### config.mk
export PLATFORM = sky130hd
export DESIGN_NAME = dmem_dma
export DESIGN_NICKNAME = d
export VERILOG_FILES = /design/src/rtl/dmem_dma_pkg.sv /design/src/rtl/dmem_dma_ptr.sv /design/src/rtl/dmem_dma.sv
export SDC_FILE = /design/constraint.sdc
export NUM_CORES = 1
export LEC_CHECK = 0
export CORE_ASPECT_RATIO = 2
export CORE_UTILIZATION = 50
export CTS_CLUSTER_DIAMETER = 150
export DETAILED_ROUTE_END_ITERATION = 7
export GPL_ROUTABILITY_DRIVEN = 0
export PLACE_DENSITY = 0.74
export SLEW_MARGIN = 20
export SYNTH_ARGS = -nofsm -noshare
export SYNTH_HDL_FRONTEND = slang
export SYNTH_HIERARCHICAL = 1
export SYNTH_SLANG_ARGS = --single-unit
### constraint.sdc
create_clock -name Clk -period 5.8 [get_ports Clk]
set_input_delay 1.16 -clock Clk [delete_from_list [all_inputs] [get_ports Clk]]
set_output_delay 1.16 -clock Clk [all_outputs]
set_load 0.03 [all_outputs]
### src/rtl/dmem_dma_pkg.sv
// Shared types and helpers for the data-memory DMA engine.
// Holds the state encoding, mode codes and the overlap test.
package dmem_dma_pkg;

  localparam int ADDR_W = 8;
  localparam int DATA_W = 8;

  typedef enum logic [1:0] {
    IDLE = 2'd0,
    RD   = 2'd1,
    WR   = 2'd2,
    DONE = 2'd3
  } dma_state_t;

  localparam logic MODE_COPY = 1'b0;
  localparam logic MODE_FILL = 1'b1;

  // Copy must run backward when dst lies inside (src, src+len).
  function automatic logic is_backward(
    input logic [ADDR_W-1:0] src,
    input logic [ADDR_W-1:0] dst,
    input logic [ADDR_W-1:0] len
  );
    logic [ADDR_W-1:0] diff;
    diff = dst - src;
    return (dst != src) && (diff < len);
  endfunction

endpackage

### src/rtl/dmem_dma_ptr.sv
// Loadable address pointer that steps up or down by one.
// Wraps modulo 2**AW in both directions.
module dmem_dma_ptr #(
  parameter int AW = 8
) (
  input  logic          Clk,
  input  logic          Reset,
  input  logic          load,
  input  logic [AW-1:0] base,
  input  logic          step,
  input  logic          down,
  output logic [AW-1:0] ptr
);

  localparam logic [AW-1:0] ONE = {{(AW-1){1'b0}}, 1'b1};

  always_ff @(posedge Clk) begin
    if (!Reset)
      ptr <= '0;
    else if (load)
      ptr <= base;
    else if (step)
      ptr <= down ? ptr - ONE : ptr + ONE;
  end

endmodule

### src/rtl/dmem_dma.sv
// Bulk copy (memmove) and fill engine for the 256x8 data memory.
// Owns the memory port while Busy is high.
module dmem_dma
  import dmem_dma_pkg::*;
#(
  parameter int AW = ADDR_W,
  parameter int DW = DATA_W
) (
  input  logic          Clk,
  input  logic          Reset,
  input  logic          Start,
  input  logic          Mode,
  input  logic [AW-1:0] SrcAddr,
  input  logic [AW-1:0] DstAddr,
  input  logic [AW-1:0] Len,
  input  logic [DW-1:0] FillVal,
  input  logic [DW-1:0] MemDataIn,
  output logic [AW-1:0] MemAddr,
  output logic          MemWrEn,
  output logic [DW-1:0] MemDataOut,
  output logic          Busy,
  output logic          Done
);

  localparam logic [AW-1:0] ONE = {{(AW-1){1'b0}}, 1'b1};

  dma_state_t    state, state_nx;
  logic          mode_q;
  logic          back_q;
  logic [AW-1:0] rem_q;
  logic [DW-1:0] hold_q;
  logic [DW-1:0] fill_q;
  logic [AW-1:0] src_ptr, dst_ptr;
  logic [AW-1:0] src_base, dst_base;
  logic          back;
  logic          load;
  logic          step;

  assign back = (Mode == MODE_COPY) &&
                is_backward(SrcAddr, DstAddr, Len);
  assign src_base = back ? SrcAddr + Len - ONE : SrcAddr;
  assign dst_base = back ? DstAddr + Len - ONE : DstAddr;
  assign load = (state == IDLE) && Start;
  assign step = (state == WR);

  dmem_dma_ptr #(.AW(AW)) u_src (
    .Clk   (Clk),
    .Reset (Reset),
    .load  (load),
    .base  (src_base),
    .step  (step),
    .down  (back_q),
    .ptr   (src_ptr)
  );

  dmem_dma_ptr #(.AW(AW)) u_dst (
    .Clk   (Clk),
    .Reset (Reset),
    .load  (load),
    .base  (dst_base),
    .step  (step),
    .down  (back_q),
    .ptr   (dst_ptr)
  );

  always_ff @(posedge Clk) begin
    if (!Reset) begin
      state  <= IDLE;
      mode_q <= 1'b0;
      back_q <= 1'b0;
      rem_q  <= '0;
      hold_q <= '0;
      fill_q <= '0;
    end else begin
      state <= state_nx;
      if (load) begin
        mode_q <= Mode;
        back_q <= back;
        rem_q  <= Len;
        fill_q <= FillVal;
      end
      if (state == RD)
        hold_q <= MemDataIn;
      if (state == WR)
        rem_q <= rem_q - ONE;
    end
  end

  always_comb begin
    state_nx = state;
    unique case (state)
      IDLE: begin
        if (Start) begin
          if (Len == '0)
            state_nx = DONE;
          else if (Mode == MODE_FILL)
            state_nx = WR;
          else
            state_nx = RD;
        end
      end
      RD: state_nx = WR;
      WR: begin
        if (rem_q == ONE)
          state_nx = DONE;
        else if (mode_q == MODE_COPY)
          state_nx = RD;
        else
          state_nx = WR;
      end
      DONE: state_nx = IDLE;
      default: state_nx = IDLE;
    endcase
  end

  always_comb begin
    MemAddr    = '0;
    MemWrEn    = 1'b0;
    MemDataOut = '0;
    Busy       = 1'b0;
    Done       = 1'b0;
    unique case (state)
      IDLE: ;
      RD: begin
        Busy    = 1'b1;
        MemAddr = src_ptr;
      end
      WR: begin
        Busy       = 1'b1;
        MemAddr    = dst_ptr;
        MemWrEn    = 1'b1;
        MemDataOut = (mode_q == MODE_FILL) ? fill_q : hold_q;
      end
      DONE: begin
        Busy = 1'b1;
        Done = 1'b1;
      end
      default: ;
    endcase
  end

endmodule

==> impl_results.md <==
* Status: complete, no violations
* R2R cell count at 9
* Setup CP Type: primary input to flop
* Clock slew at reported path FFs at 0.06 ns
* Clock Tree Root: clkbuf_16
* Crit-path max cell delay at 0.45 ns
* Hold buffer count at cts at 0
* Clk_skew at 0.005266 ns
* PnR Total Power at 1.552 mW
* Final worst-path cycle share at 80.13%
* Final #Nets at 711
* Num rows at 48
* Final hold violation count at 0
* Grt total ovfl at 0
* Pwr Density at 293.6 mW/mm2
* Min Tclk post-route at 4.648 ns
* Crit start category: primary input
* Vias per cell at 5.808
* Required @ worst endpoint at 5.97 ns
* Top_reg_cell synth: dfxtp_1
* Aggregate routed wire length at 11610 um
* Avg Cell Area, Syn at 8.040 um2
* Via Count at 4083
* Share of flip-flops with an asynchronous set or reset at 0%
* Core Util, Final at 61.54%
* Number of synthesis warnings at 6
* IO Port Bufs at 62
* VDD IR max at 160.8 uV
* Skew-Pair Late Insertion Delay at 0.29 ns
* Post-synth net total at 655
* LEAKAGE at 2.190 nW
* Slew Limit Fails at 0
* Post-synthesis cell type count at 61
* First-pass GRT wire length at 18480 um
* Design area at 0.005285 mm2
* Setup_tns at 0 ns
* Synthesized area at 0.004398 mm2
* Worst Max-Slew Pin Slew at 0.9430 ns
* Clock buffer depth at 2
* Area after DPL at 0.005100 mm2
* # DRC at 0
* Core ar. at 0.008588 mm2
* Dpl hpwl at 9195 um
* Setup repair bufs after CTS at 0
* GRT Overall Usage at 26.80%
* First-pass DRT Iterations at 4
* Synth Instances at 547
* Worst hold-check path type: flop to flop
* ANT cells at 0
* Clk sinks at 44
* Critical path's slowest cell: clkdlybuf4s50_1
* Clock H-tree levels at 2
* CTS tree: built
* Detail Route Antenna Nets at 0
* Initial antenna violation count at 0
* Seq/Total Area, Yosys at 20.03%
* Die W at 68.32 um
* Initial Util at 51.21%
* Final Setup Violations at 0
* Max-cap violation count at 0
* CTS Buf Count at 5
* Fillcell total at 773
* # IOs at 63
* Commonest cells after routing, fill and taps aside: inv_1 (65), clkdlybuf4s50_1 (62), ha_1 (59)
* Pin count of the biggest net entering global routing at 45
* Commonest non-fill, non-tap cell in the layout: inv_1
* Vias in the first global route at 4077
* Die Ht at 134.6 um
* Post-CTS Resized at 0
* Wirelength per Cell at 16.52 um
* Layout cells sized above 1 at 4.312%
* Highest clock rate at 215.2 MHz
* CP Cell Sequence: clkdlybuf4s50_1, inv_1, ha_1, nor2b_1, o21ai_0, a21oi_1, o41ai_1, xor2_1, ha_1, a211oi_1, o31ai_1, a21oi_2, buf_4, and4bb_1, xor2_1, and2_1, o31ai_1, a31oi_1
* Layout area overhead at 20.17%
* Critical-path maximum fanout at 14
* WP data arrival at 4.82 ns
* R2R Setup Slk at 3.26 ns
* Initial drt markers at 236
* Cell count of the worst hold path at 2
* Nature of the critical path endpoint: flop
* Number of synthesized flops with an enable pin at 0
* Die ar. at 0.009198 mm2
* RSZ-0062 raised after global routing: no
* FF+latch count, synth at 44
* Slew Limit Headroom at 37.06%
-- routing by layer --
| metal | track usage, % | wire length (um) |
|---|---|---|
| met5 | 0 | 0 |
| met4 | 17.59 | 716 |
| met3 | 3.125 | 552 |
| met2 | 50.16 | 6306 |
| met1 | 25.44 | 4040 |
-- where the power goes --
part / switching, mW / internal (mW) / leakage, nW / total (mW)
clock: 0.119 / 0.244 / 0.0899 / 0.363
combinational: 0.410 / 0.341 / 1.74 / 0.751
sequential: 0.0745 / 0.363 / 0.361 / 0.437
-- final timing paths --
check,start,to
setup / recovery,SrcAddr[1],u_dst/ptr[7]
hold / removal,fill_q[3],fill_q[3]
setup reg to reg,state[0],u_dst/ptr[5]
hold reg to reg,fill_q[3],fill_q[3]
-- cell families (layout without fill, tap and decap cells) --
group           after synthesis  after routing  share of synthesized area (%)
mux                          25             25                          5.747
xor+xnor                     29             29                          5.775
buf+inv                      85            141                          7.738
fa+ha+maj                    64             64                          19.06
compound gates              137            137                          21.34
flops                        44             44                          20.03
simple gates                163            163                          20.31
-- Yosys cell counts, types with 7 or more instances --
| library cell | count | area, um2 |
|---|---|---|
| ha_1 | 59 | 738.2 |
| nor3_1 | 8 | 40.04 |
| o21ai_1 | 9 | 45.04 |
| nor3b_1 | 8 | 60.06 |
| clkbuf_1 | 11 | 41.29 |
| a21oi_1 | 26 | 130.1 |
| o21ai_0 | 20 | 100.1 |
| xnor2_1 | 18 | 157.7 |
| nor4_1 | 7 | 43.79 |
| mux2i_1 | 23 | 230.2 |
| dfxtp_1 | 44 | 880.8 |
| and2_1 | 8 | 50.05 |
| nor2b_1 | 41 | 256.5 |
| a21boi_0 | 11 | 82.58 |
| inv_1 | 65 | 244.0 |
| xor2_1 | 11 | 96.34 |
| nor2_1 | 22 | 82.58 |
| nand2_1 | 46 | 172.7 |
| o21a_1 | 8 | 60.06 |
| a22oi_1 | 8 | 60.06 |
-- layout make-up --
class / count / area (um2) / area share, %
Inverter: 65 / 244.0 / 4.616
Clock buffer: 5 / 125.1 / 2.367
Timing Repair Buffer: 69 / 673.1 / 12.74
Sequential cell: 44 / 880.8 / 16.67
Clock inverter: 2 / 60.06 / 1.136
Tap cell: 100 / 125.1 / 2.367
Multi-Input combinational cell: 418 / 3177 / 60.11
-- state kept, by name, summed over array words and instances, names as in the netlist --
register	cells
rem_q	8
u_dst/ptr	8
hold_q	8
state	2
mode_q	1
back_q	1
u_src/ptr	8
fill_q	8
-- critical path, delay by kind of cell --
kind	cells	cell delay [ns]
and+or+nand+nor	3	0.53
xor gates and xnor gates	2	0.24
adders and majority gates	2	0.59
buffers and inverters	3	0.78
AOI/OAI and AO/OA	8	1.52
-- metrics by stage --
stage	setup WS, ns	instances	hold WS (ns)
6_report	1.152	703	0.4680
3_5_place_dp	0.9445	696	0.4649
4_1_cts	1.232	703	0.4734
2_1_floorplan	1.737	547	0.4431
3_3_place_gp	1.038	696	0.4523
5_1_grt	0.8583	703	0.4930
(Power assumes the default switching activity.)
